===== config.mk =====
export PLATFORM = sky130hd
export DESIGN_NAME = bus_arbiter_flat
export DESIGN_NICKNAME = d
export VERILOG_FILES = /design/src/rtl/bus_arbiter_if.sv /design/src/rtl/bus_arbiter.sv /design/src/flat_wrapper.sv
export SDC_FILE = /design/constraint.sdc
export NUM_CORES = 1
export LEC_CHECK = 0
export ABC_CLOCK_PERIOD_IN_PS = 2500
export BUFFER_PORTS_ARGS = -buffer_cell sky130_fd_sc_hd__buf_4
export CORE_MARGIN = 1
export CORE_UTILIZATION = 47
export DETAILED_ROUTE_END_ITERATION = 10
export GPL_ROUTABILITY_DRIVEN = 0
export PLACE_DENSITY = 0.86
export SLEW_MARGIN = 15
export SYNTH_ARGS = -nofsm -noshare
export SYNTH_HDL_FRONTEND = slang
export SYNTH_SLANG_ARGS = --single-unit

===== constraint.sdc =====
create_clock -name clk -period 2.5 [get_ports clk]
set_clock_uncertainty 0.05 [all_clocks]
set_input_delay 0.125 -clock clk [delete_from_list [all_inputs] [get_ports clk]]
set_output_delay 0.125 -clock clk [all_outputs]
set_load 0.02 [all_outputs]

===== src/rtl/bus_arbiter_if.sv =====
// bus_arbiter_if: two master request/ack ports plus the shared bridge port
//   m0_*/m1_* : req, addr, byteen (0 = read), wdata in; ack pulse, rdata out
//   bus_*     : addr, byteen, wdata out to the bridge; rdata back from it
//   busy, grant_id : arbiter status
interface bus_arbiter_if;
  logic m0_req, m1_req, m0_ack, m1_ack;
  logic [31:0] m0_addr, m1_addr, m0_wdata, m1_wdata, m0_rdata, m1_rdata;
  logic [3:0] m0_byteen, m1_byteen;
  logic [31:0] bus_addr, bus_wdata, bus_rdata;
  logic [3:0] bus_byteen;
  logic busy, grant_id;
  modport slave (
    input m0_req, m0_addr, m0_byteen, m0_wdata, m1_req, m1_addr, m1_byteen, m1_wdata, bus_rdata,
    output m0_ack, m0_rdata, m1_ack, m1_rdata, bus_addr, bus_byteen, bus_wdata, busy, grant_id
  );
  modport master (
    output m0_req, m0_addr, m0_byteen, m0_wdata, m1_req, m1_addr, m1_byteen, m1_wdata, bus_rdata,
    input m0_ack, m0_rdata, m1_ack, m1_rdata, bus_addr, bus_byteen, bus_wdata, busy, grant_id
  );
endinterface


===== src/rtl/bus_arbiter.sv =====
// bus_arbiter: round-robin two-master arbiter onto one bridge port with WAIT extra bus cycles
//   clk   : rising-edge clock
//   reset : asynchronous active-low reset
//   bi    : bus_arbiter_if.slave carrying both master ports, the bridge port, busy and grant_id
module bus_arbiter #(
  parameter int WAIT = 0
) (
  input logic clk,
  input logic reset,
  bus_arbiter_if.slave bi
);
  typedef enum logic [1:0] {IDLE, BUS, RESP} state_t;
  localparam logic [3:0] LAST = 4'(WAIT);
  state_t state, state_n;
  logic last_served, pick, grant, bus_end, gid;
  logic [31:0] addr_q, wdata_q, rdata0, rdata1;
  logic [3:0] byteen_q, wcnt;
  // with both requesting, the master not served last wins
  assign pick = (bi.m0_req & bi.m1_req) ? ~last_served : bi.m1_req;
  always_comb begin
    grant = state == IDLE && (bi.m0_req || bi.m1_req);
    bus_end = state == BUS && wcnt == LAST;
    state_n = grant ? BUS : bus_end ? RESP : state == RESP ? IDLE : state;
  end
  always_ff @(posedge clk or negedge reset)
    if (!reset) begin
      state <= IDLE;
      last_served <= 1'b1;
      gid <= 1'b0;
      addr_q <= '0;
      wdata_q <= '0;
      byteen_q <= '0;
      wcnt <= '0;
      rdata0 <= '0;
      rdata1 <= '0;
    end else begin
      state <= state_n;
      if (grant) begin
        gid <= pick;
        last_served <= pick;
        addr_q <= pick ? bi.m1_addr : bi.m0_addr;
        wdata_q <= pick ? bi.m1_wdata : bi.m0_wdata;
        byteen_q <= pick ? bi.m1_byteen : bi.m0_byteen;
        wcnt <= '0;
      end else if (state == BUS) wcnt <= wcnt + 4'd1;
      if (bus_end && !gid) rdata0 <= bi.bus_rdata;
      if (bus_end && gid) rdata1 <= bi.bus_rdata;
    end
  assign bi.busy = state != IDLE;
  assign bi.grant_id = gid;
  assign bi.bus_addr = state == BUS ? addr_q : '0;
  assign bi.bus_wdata = state == BUS ? wdata_q : '0;
  // strobe byte enables only in the first bus cycle so a write lands once
  assign bi.bus_byteen = (state == BUS && wcnt == 4'd0) ? byteen_q : '0;
  assign bi.m0_ack = state == RESP && !gid;
  assign bi.m1_ack = state == RESP && gid;
  assign bi.m0_rdata = rdata0;
  assign bi.m1_rdata = rdata1;
endmodule

===== src/flat_wrapper.sv =====
// flat-port wrapper written by rule: the top's interface ports become plain ports
module bus_arbiter_flat 
#(
  parameter int WAIT = 0
)
  (clk, reset, bi_m0_req, bi_m0_addr, bi_m0_byteen, bi_m0_wdata, bi_m1_req, bi_m1_addr, bi_m1_byteen, bi_m1_wdata, bi_bus_rdata, bi_m0_ack, bi_m0_rdata, bi_m1_ack, bi_m1_rdata, bi_bus_addr, bi_bus_byteen, bi_bus_wdata, bi_busy, bi_grant_id);
  bus_arbiter_if bi_i ();
  input logic clk;
  input logic reset;
  input wire logic [$bits(bi_i.m0_req)-1:0] bi_m0_req;
  input wire logic [$bits(bi_i.m0_addr)-1:0] bi_m0_addr;
  input wire logic [$bits(bi_i.m0_byteen)-1:0] bi_m0_byteen;
  input wire logic [$bits(bi_i.m0_wdata)-1:0] bi_m0_wdata;
  input wire logic [$bits(bi_i.m1_req)-1:0] bi_m1_req;
  input wire logic [$bits(bi_i.m1_addr)-1:0] bi_m1_addr;
  input wire logic [$bits(bi_i.m1_byteen)-1:0] bi_m1_byteen;
  input wire logic [$bits(bi_i.m1_wdata)-1:0] bi_m1_wdata;
  input wire logic [$bits(bi_i.bus_rdata)-1:0] bi_bus_rdata;
  output wire logic [$bits(bi_i.m0_ack)-1:0] bi_m0_ack;
  output wire logic [$bits(bi_i.m0_rdata)-1:0] bi_m0_rdata;
  output wire logic [$bits(bi_i.m1_ack)-1:0] bi_m1_ack;
  output wire logic [$bits(bi_i.m1_rdata)-1:0] bi_m1_rdata;
  output wire logic [$bits(bi_i.bus_addr)-1:0] bi_bus_addr;
  output wire logic [$bits(bi_i.bus_byteen)-1:0] bi_bus_byteen;
  output wire logic [$bits(bi_i.bus_wdata)-1:0] bi_bus_wdata;
  output wire logic [$bits(bi_i.busy)-1:0] bi_busy;
  output wire logic [$bits(bi_i.grant_id)-1:0] bi_grant_id;
  assign bi_i.m0_req = bi_m0_req;
  assign bi_i.m0_addr = bi_m0_addr;
  assign bi_i.m0_byteen = bi_m0_byteen;
  assign bi_i.m0_wdata = bi_m0_wdata;
  assign bi_i.m1_req = bi_m1_req;
  assign bi_i.m1_addr = bi_m1_addr;
  assign bi_i.m1_byteen = bi_m1_byteen;
  assign bi_i.m1_wdata = bi_m1_wdata;
  assign bi_i.bus_rdata = bi_bus_rdata;
  assign bi_m0_ack = bi_i.m0_ack;
  assign bi_m0_rdata = bi_i.m0_rdata;
  assign bi_m1_ack = bi_i.m1_ack;
  assign bi_m1_rdata = bi_i.m1_rdata;
  assign bi_bus_addr = bi_i.bus_addr;
  assign bi_bus_byteen = bi_i.bus_byteen;
  assign bi_bus_wdata = bi_i.bus_wdata;
  assign bi_busy = bi_i.busy;
  assign bi_grant_id = bi_i.grant_id;
  bus_arbiter #(.WAIT(WAIT)) u_core (.clk(clk), .reset(reset), .bi(bi_i));
endmodule

==> Word-level counts from Yosys, hierarchy flattened <==
Cells that the tools add are included.
{ "totals": {"regBits": 140, "inputBits": 172} }
{ "op_classes": {"muxes": 12, "bitwise": 2, "eq_ne": 2, "reduce_logical": 13, "n_addsub": 1} }
{ "op_table": {"columns": ["operator", "n"], "rows": [
  ["32-bit 2-to-1 mux", 4],
  ["4-bit 2-to-1 mux", 4],
  ["1-bit logical AND", 6],
  ["2-bit 2-to-1 mux", 3],
  ["4-bit by 1-bit adder with 4-bit output, second input constant", 1],
  ["4-bit zero test", 1],
  ["2-bit nonzero test", 2],
  ["3-bit nonzero test", 1],
  ["2-bit by 1-bit == test with 1-bit output, second input constant", 1],
  ["2-bit == test, second input constant", 1],
  ["2-bit zero test", 1],
  ["1-bit AND", 1],
  ["1-bit zero test", 1],
  ["1-bit logical OR", 1],
  ["1-bit 2-to-1 mux", 1],
  ["1-bit inverter", 1]
]} }

==> Longest topological paths before layout <==
Gate-level depths: netlist of run 1.
{ "depth": {"word_depth": 4, "mapped_depth": 7} }

==> Least setup slack after synthesis of run 1 <==
OpenSTA, ideal clock, no wires.
{ "synth_path": {"path_type": "reg-to-reg", "from": "register u_core.wcnt[0]", "to": "register u_core.rdata0[10] (netlist: u_core.bi.m0_rdata[10])", "period_less_slack_ns": 1.982, "setup_time_ns": 0.125, "stages_incl_launch_ff": 8, "arrival_time_ns": 1.807, "slack_ns": 0.518, "path_cell_list": "dfrtp_1 inv_1 ha_1 or2b_1 or4_4 buf_6 buf_12 mux2_4"} }
{ "synth_between": {"elab_chain_len": 3} }
{ "synth_lines": {"columns": ["item", "line", "text"], "rows": [
  ["from (decl)", "bus_arbiter.sv:17", "logic [3:0] byteen_q, wcnt;"],
  ["from (signal assigned)", "bus_arbiter.sv:45", "end else if (state == BUS) wcnt <= wcnt + 4'd1;"],
  ["4-bit zero test", "bus_arbiter.sv:22", "bus_end = state == BUS && wcnt == LAST;"],
  ["1-bit logical AND", "bus_arbiter.sv:22", null],
  ["1-bit logical AND", "bus_arbiter.sv:46", "if (bus_end && !gid) rdata0 <= bi.bus_rdata;"],
  ["to (signal assigned)", "bus_arbiter.sv:46", null],
  ["to (decl)", "bus_arbiter.sv:16", "logic [31:0] addr_q, wdata_q, rdata0, rdata1;"]
]} }
Every way passes these cells.
A chain may end at the register's enable or synchronous reset.

==> Worst setup path after layout of run 1 <==
{ "layout_path": {"from": "register u_core.wcnt[0]", "to": "register u_core.rdata0[24] (netlist: u_core.bi.m0_rdata[24])"} }
Same word-level chain as after synthesis.

==> results.json, run 1 <==
{
  "antenna_found_initial": 0,
  "ys_top_cells_by_count": "170 x mux2_2, 139 x dfrtp_1, 68 x and2_1",
  "worstPathMaxFanout": 32,
  "diodes": 0,
  "post-route-drc-count": 0,
  "numCtsBuffers": 17,
  "dr.pass1.iters": 4,
  "grt_max_degree": 68,
  "ff2ff_path_depth": 5,
  "setup_tns_ns": 0,
  "cp_cell_sequence": "inv_1, ha_1, or2b_1, or4_4, mux2_4",
  "gr-total-overflow": 0,
  "cts_tree": "done",
  "wl_per_cell_um": 18.2,
  "synth_area_per_cell_sq_um": 14.3,
  "final_util": 0.727,
  "drt-met1-wl_um": 6960,
  "cp.depth": 5,
  "min_path_cells": 3,
  "io_pins": 308,
  "cap_violations": 0,
  "finalHoldViolCount": 0,
  "p_total_uw": 13600,
  "cp_slowest_cell": "or4_4",
  "max_slew_margin": 0.584,
  "synth.area.top_cells": "dfrtp_1 52%, mux2_2 28%, mux2_4 6.7%",
  "clkSlewWorstSetupHoldPaths_ns": 0.06,
  "dpl_worst_slack_ns": 0.285,
  "p_per_area_nw_per_um2": 1340,
  "worstPathArrival_ns": 2.50,
  "synth_seq_cells": 140,
  "met3_length_um": 1470,
  "postPlaceCellArea_sq_um": 9180,
  "design_area_sq_um": 10100,
  "clockBufferDepth": 2,
  "seq_area_frac_synth": 0.521,
  "insertion_delay_ns": 0.41,
  "end_kind": "register",
  "drive_gt1_frac": 0.673,
  "cts_sinks": 140,
  "highest_layer": "met4",
  "syn_nets": 646,
  "dp_hpwl_um": 12600,
  "run_status": "completed",
  "netlist.area_leader.share": 0.517,
  "setup_violations": 0,
  "yosysMostFrequentCell": "mux2_2",
  "grt_pass1_wl_um": 28300,
  "grt_use_total": 0.252,
  "leakage_uw": 0.00488,
  "grt_pass1_vias": 5461,
  "core_sq_um": 13900,
  "ant_nets": 0,
  "met2_length_um": 9580,
  "synth_flop_cell": "dfrtp_1",
  "vias": 5077,
  "period_minus_slack_ns": 2.25,
  "crit_family": "simple AND/OR/NAND/NOR gates",
  "async_flop_share": 1.00,
  "htree_levels": 4,
  "first_iter_violations": 185,
  "rsz0062_at_grt": "no",
  "ir_worst_vdd_v": 0.000659,
  "nNetsFinal": 986,
  "timing.fmax_mhz": 444,
  "synth_top_cell_by_area": "dfrtp_1",
  "timing.critical_path.buf_inv": 1,
  "die_area_sq_um": 14800,
  "dieHeight_um": 122,
  "cts-root-buf": "clkbuf_16",
  "portBuffers": 307,
  "setup_slack_ns": 0.249,
  "finalCritPeriodShare": 0.900,
  "critPathRequiredTime_ns": 2.74,
  "tightestPinTransition_ns": 0.624,
  "row_count": 43,
  "syn-cell-area_sq_um": 6730,
  "yosysWarnings": 0,
  "synth_edf_count": 0,
  "vias_per_cell": 5.05,
  "initial_core_util": 0.483,
  "syn_inst": 472,
  "hp-class": "input pin to register",
  "crit_path_max_incr_delay_ns": 0.73,
  "crit_type": "register to register",
  "worstSetupStartpointType": "register",
  "final_max_slew_viol_count": 0,
  "die_w_um": 122,
  "syn2layout_area_growth_pct": 50.5,
  "drt-total-wl_um": 18300,
  "yosys.cell_types.count": 33
}
[tightest hold or removal path: stages]
cell and delay (ns):
buf_4 0.07, mux2_2 0.12, mux2_2 0.13
[layout by cell type, fill, tap and decap left out, drive strengths merged]
| cell | n |
|---|---|
| clkinv | 6 |
| clkinvlp | 2 |
| nand3b | 1 |
| or4 | 1 |
| dfrtp | 139 |
| o31ai | 1 |
| a21o | 1 |
| buf | 315 |
| o211ai | 2 |
| and3 | 1 |
| mux2i | 1 |
| and2 | 68 |
| a31oi | 1 |
| or2b | 1 |
| a21oi | 1 |
| dfstp | 1 |
| nor3 | 1 |
| dlygate4sd3 | 35 |
| mux2 | 200 |
| bufinv | 2 |
| o21ai | 5 |
| o2bb2ai | 1 |
| and2b | 1 |
| nor2 | 4 |
| nand2 | 1 |
| nand4 | 2 |
| a21bo | 1 |
| inv | 6 |
| clkbuf | 20 |
| ha | 2 |
| nor3b | 1 |
| nand2b | 1 |
[layer usage]
metal | vias up | GRT usage
li1 | 2330 | -
met4 | 0 | 0.0779
met3 | 19 | 0.0815
met2 | 223 | 0.456
met5 | - | 0
met1 | 2505 | 0.280
[report_power, final]
| part | total (uW) | internal [uW] | switching [uW] |
|---|---|---|---|
| clock | 2500 | 1530 | 972 |
| sequential | 4170 | 3460 | 709 |
| combinational | 6900 | 3570 | 3320 |
[area by class of cell]
| cell class | instances | area (sq um) |
|---|---|---|
| flip-flops and latches | 140 | 3500 |
| fillers | 878 | 3800 |
| multi-input cells | 299 | 3030 |
| well taps | 180 | 225 |
| repair buffers | 350 | 2770 |
| clock buffers | 20 | 457 |
| inverters | 4 | 15.0 |
| clock inverters | 12 | 138 |
[registers in the layout, indices dropped and copies added, names as in the netlist]
| name | count |
|---|---|
| u_core.wdata_q | 32 |
| u_core.wcnt | 4 |
| u_core.bi.m0_rdata | 32 |
| u_core.addr_q | 32 |
| u_core.bi.grant_id | 1 |
| u_core.bi.m1_rdata | 32 |
| u_core.last_served | 1 |
| u_core.state | 2 |
| u_core.byteen_q | 4 |
[kinds of logic (layout without fill, tap and decap cells)]
kind of cell / after synthesis / count (layout) / synth area share
compound gates: 13 / 13 / 0.0128
fa+ha+maj: 2 / 2 / 0.00372
buf+inv: 33 / 386 / 0.0323
flops: 140 / 140 / 0.521
mux: 201 / 201 / 0.353
simple gates: 83 / 83 / 0.0777
[path summary, 6_finish.rpt]
kind,startpoint,endpoint,slack (ns)
max,u_core.wcnt[0],u_core.bi.m0_rdata[24],0.25
min,bi_m0_wdata[7],u_core.wdata_q[7],0.02
max reg2reg,u_core.wcnt[0],u_core.bi.m0_rdata[24],0.25
min reg2reg,u_core.wdata_q[16],u_core.wdata_q[16],0.45
max in group asynchronous,reset,u_core.last_served,1.39
min in group asynchronous,reset,u_core.bi.m0_rdata[22],0.13
[timing repair]
| item | in CTS | in global routing |
|---|---|---|
| hold endpoints to repair | 163 | 0 |
| hold buffers | 35 | 0 |
| resized for setup | 0 | 1 |
| setup endpoints to repair | 0 | 2 |
| setup buffers | 0 | 0 |
[per-stage QoR]
step / hold WS [ns] / std cells
finish: 0.0181 / 1005
global route: 0.00744 / 1005
CTS: 0.00341 / 1005
detailed placement: -0.0162 / 938
global placement: -0.0192 / 938
floorplan: -0.221 / 472
(Power assumes the default switching activity.)
==> run 2: changes to the inputs <==
RECOVER_POWER = 50   (was default)
==> results.json, run 2 (synthesis results as in run 1) <==
{
  "multiInputGateArea_sq_um": 3030,
  "tightestPinTransition_ns": 1.51,
  "drt-met1-wl_um": 6970,
  "wl_per_cell_um": 18.3,
  "ir_worst_vdd_v": 0.000659,
  "area.sequential_sq_um": 3500,
  "end_kind": "register",
  "numCtsBuffers": 17,
  "met3_length_um": 1580,
  "dr.pass1.iters": 4,
  "hold-worst-slack_ns": 0.0189,
  "io_pins": 308,
  "final_cell_mix": "244 x buf_4, 170 x mux2_2, 139 x dfrtp_1",
  "drive_gt1_frac": 0.594,
  "final_max_slew_viol_count": 65,
  "finalHoldViolCount": 0,
  "finalCritPeriodShare": 0.902,
  "initial_core_util": 0.483,
  "worstSetupStartpointType": "register",
  "antenna_found_initial": 0,
  "run_status": "finished, violations left",
  "layout_commonest_cell": "buf_4",
  "gr-total-overflow": 0,
  "grt_pass1_vias": 5461,
  "fillers": 991,
  "worstPathMaxFanout": 32,
  "highest_layer": "met4",
  "die_area_sq_um": 14800,
  "dieHeight_um": 122,
  "p_per_area_nw_per_um2": 1330,
  "violations": "max-capacitance violations, max-slew violations",
  "cts_setup_buffers": 0,
  "crit_type": "register to register",
  "ant_nets": 0,
  "die_w_um": 122,
  "diodes": 0,
  "vias": 5082,
  "max_slew_margin": -0.00514,
  "grt_pass1_wl_um": 28300,
  "portBuffers": 307,
  "core_sq_um": 13900,
  "drt-total-wl_um": 18400,
  "setup_tns_ns": 0,
  "htree_levels": 4,
  "grt_max_degree": 68,
  "clkSlewWorstSetupHoldPaths_ns": 0.06,
  "post-route-drc-count": 0,
  "vias_per_cell": 5.06,
  "met2_length_um": 9610,
  "clockBufferDepth": 2,
  "period_minus_slack_ns": 2.25,
  "row_count": 43,
  "critPathRequiredTime_ns": 2.75,
  "hp-class": "input pin to register",
  "timing.fmax_mhz": 444,
  "leakage_uw": 0.00464,
  "setup_violations": 0,
  "cts_sinks": 140,
  "cap_violations": 1,
  "grt_use_total": 0.252,
  "cts-root-buf": "clkbuf_16",
  "syn2layout_area_growth_pct": 46.7,
  "cts_tree": "done",
  "nNetsFinal": 986,
  "insertion_delay_ns": 0.41,
  "first_iter_violations": 187,
  "rsz0062_at_grt": "no",
  "dp_hpwl_um": 12600,
  "worstPathArrival_ns": 2.50
}
run 2: path summary, 6_finish.rpt:
check	from	end	slack, ns	depth (start not counted)
worst max-delay path	u_core.wcnt[0]	u_core.bi.m0_rdata[24]	0.25	5
worst min-delay path	bi_m0_wdata[7]	u_core.wdata_q[7]	0.02	3
worst max register to register	u_core.wcnt[0]	u_core.bi.m0_rdata[24]	0.25	5
worst min register to register	u_core.wdata_q[16]	u_core.wdata_q[16]	0.45	1
max in group asynchronous	reset	u_core.wdata_q[27]	0.46	3
min in group asynchronous	reset	u_core.bi.m0_rdata[22]	0.12	2
run 2: timing repair:
action / in CTS / in global routing
hold buffers: 35 / 0
endpoints found under the setup margin: 0 / 2
hold endpoints to repair: 163 / 0
resized for setup: 0 / 1
run 2: area by class of cell:
| type | instances | area share |
|---|---|---|
| clock inverters | 12 | 0.0139 |
| flip-flops and latches | 140 | 0.355 |
| well taps | 180 | 0.0228 |
| clock buffers | 20 | 0.0463 |
| repair buffers | 350 | 0.254 |
| multi-input cells | 299 | 0.306 |
| inverters | 4 | 0.00152 |
run 2: routing by layer:
layer / track usage / vias to the layer above
met5: 0 / -
met4: 0.0779 / 0
met3: 0.0815 / 21
met2: 0.456 / 220
met1: 0.280 / 2510
li1: - / 2331
run 2: where the power goes:
group          switching (uW)  total [uW]  internal, uW
clock network             970        2500          1530
registers                 702        4160          3460
logic                    3340        6460          3120
run 2: metrics by stage:
step	util	worst slack [ns]	std cells	power [uW]	cell area, sq um
after floorplan	-	0.518	472	8320	6730
after global placement	0.659	0.379	938	10700	9180
after detailed placement	0.659	0.285	938	11000	9180
after CTS	0.727	0.157	1005	13600	10100
after global routing	0.708	0.125	1005	13800	9870
final	0.708	0.246	1005	13100	9870
run 2: critical path: stages, from the launching register on:
cell and delay, ns:
dfrtp_1 0.41, inv_1 0.09, ha_1 0.18, or2b_1 0.26, or4_4 0.73, mux2_4 0.41
==> run 3: changes to the inputs <==
CORE_ASPECT_RATIO = 2   (was default)
CTS_CLUSTER_SIZE = 30   (was default)
==> results.json, run 3 (synthesis results as in run 1) <==
{
  "gr-total-overflow": 0,
  "r2r_end": "u_core.bi.m0_rdata[25]",
  "leakage_uw": 0.00466,
  "die_w_um": 86.6,
  "finalHoldViolCount": 0,
  "min_path_cells": 3,
  "hold_start": "bi_m1_addr[25]",
  "cts-root-buf": "clkbuf_16",
  "fillers": 1031,
  "cts_sinks": 140,
  "grt_pass1_vias": 5749,
  "final_max_slew_viol_count": 65,
  "cap_violations": 1,
  "die_area_sq_um": 14800,
  "critPathRequiredTime_ns": 2.74,
  "first_iter_violations": 145,
  "diodes": 0,
  "drive_gt1_frac": 0.590,
  "insertion_delay_ns": 0.41,
  "worstPathMaxFanout": 32,
  "hp-class": "input pin to register",
  "use_met1": 0.263,
  "grt_pass1_wl_um": 29200,
  "row_count": 61,
  "grt_max_degree": 68,
  "end_kind": "register",
  "cts_tree": "done",
  "met3_usage": 0.0768,
  "core_sq_um": 14000,
  "dieHeight_um": 171,
  "rrSetupSlack_ns": 0.22,
  "grt_use_met2": 0.479,
  "design_area_sq_um": 9930,
  "nNetsFinal": 987,
  "dp_hpwl_um": 13100,
  "grt_busiest_layer": "met2",
  "dr.pass1.iters": 4,
  "cts_setup_buffers": 0,
  "clkSlewWorstSetupHoldPaths_ns": 0.06,
  "portBuffers": 307,
  "violations": "max-capacitance violations, max-slew violations",
  "setup_violations": 0,
  "io_pins": 308,
  "syn2layout_area_growth_pct": 47.6,
  "setup_tns_ns": 0,
  "max_slew_margin": -0.0982,
  "postPlaceCellArea_sq_um": 9180,
  "final_cell_mix": "245 x buf_4, 170 x mux2_2, 139 x dfrtp_1",
  "post-route-drc-count": 0,
  "ant_nets": 0,
  "antenna_found_initial": 0,
  "layout_commonest_cell": "buf_4",
  "ir_worst_vdd_v": 0.000756,
  "clockBufferDepth": 2,
  "run_status": "finished, violations left",
  "crit_type": "register to register",
  "ff2ff_path_depth": 5,
  "worstSetupStartpointType": "register",
  "tightestPinTransition_ns": 1.65,
  "period_minus_slack_ns": 2.28,
  "vias": 5220,
  "vias_per_cell": 5.15,
  "grt_use_total": 0.264,
  "worstPathArrival_ns": 2.52,
  "drt-total-wl_um": 19500,
  "wl_per_cell_um": 19.2,
  "hold_end": "u_core.addr_q[25]",
  "initial_core_util": 0.482,
  "p_per_area_nw_per_um2": 1360,
  "finalCritPeriodShare": 0.911,
  "hold-worst-slack_ns": 0.0187,
  "rsz0062_at_grt": "no",
  "numCtsBuffers": 17,
  "timing.fmax_mhz": 439,
  "htree_levels": 4,
  "r2r_start": "u_core.wcnt[0]"
}
[run 3: stage by stage]
stage | utilization | power (uW) | cells | worst slack (ns)
after floorplan | - | 8320 | 472 | 0.518
after global placement | 0.657 | 10700 | 947 | 0.372
after detailed placement | 0.657 | 11000 | 947 | 0.285
after CTS | 0.729 | 13900 | 1014 | 0.0441
after global routing | 0.711 | 14100 | 1014 | 0.147
final | 0.711 | 13500 | 1014 | 0.222
[run 3: worst max-delay path by stage]
stage	startpoint	to	slack (ns)	depth (start not counted)
4_1_cts	u_core.wcnt[0]	bi_bus_byteen[2]	0.04	6
3_5_place_dp	u_core.wcnt[0]	u_core.bi.m0_rdata[27]	0.28	5
6_report	u_core.wcnt[0]	u_core.bi.m0_rdata[25]	0.22	5
3_3_place_gp	u_core.wcnt[0]	u_core.bi.m0_rdata[29]	0.37	5
5_1_grt	u_core.wcnt[0]	u_core.bi.m0_rdata[25]	0.15	5
2_1_floorplan	u_core.wcnt[0]	u_core.bi.m0_rdata[10]	0.52	7
[run 3: worst max-delay path: stages, from the launching register on]
cell and delay (ns):
dfrtp_1 0.42, inv_1 0.08, ha_1 0.18, or2b_1 0.26, or4_4 0.72, mux2_4 0.42
[run 3: area by class of cell]
class	count	area (sq um)	share of cell area
Sequential cell	140	3500	0.353
Multi-Input combinational cell	299	3030	0.305
Timing Repair Buffer	351	2510	0.253
Clock buffer	21	450	0.0453
Tap cell	189	236	0.0238
Clock inverter	10	189	0.0190
Inverter	4	15.0	0.00151
[run 3: timing repair]
action | 4_1_cts | 5_1_grt
gates resized for setup | 0 | 1
setup endpoints to repair | 0 | 4
hold buffers | 36 | 0
endpoints found under the hold margin | 129 | 0
[run 3: power by group]
group,internal [uW],switching [uW]
Sequential,3460,711
Combinational,3120,3420
Clock,1800,955
[run 3: layer usage]
metal	routed length (um)	up-vias	share of wire
li1	-	2330	-
met1	6760	2584	0.35
met2	10500	247	0.54
met3	1310	59	0.067
met4	906	0	0.047
met5	0	-	0
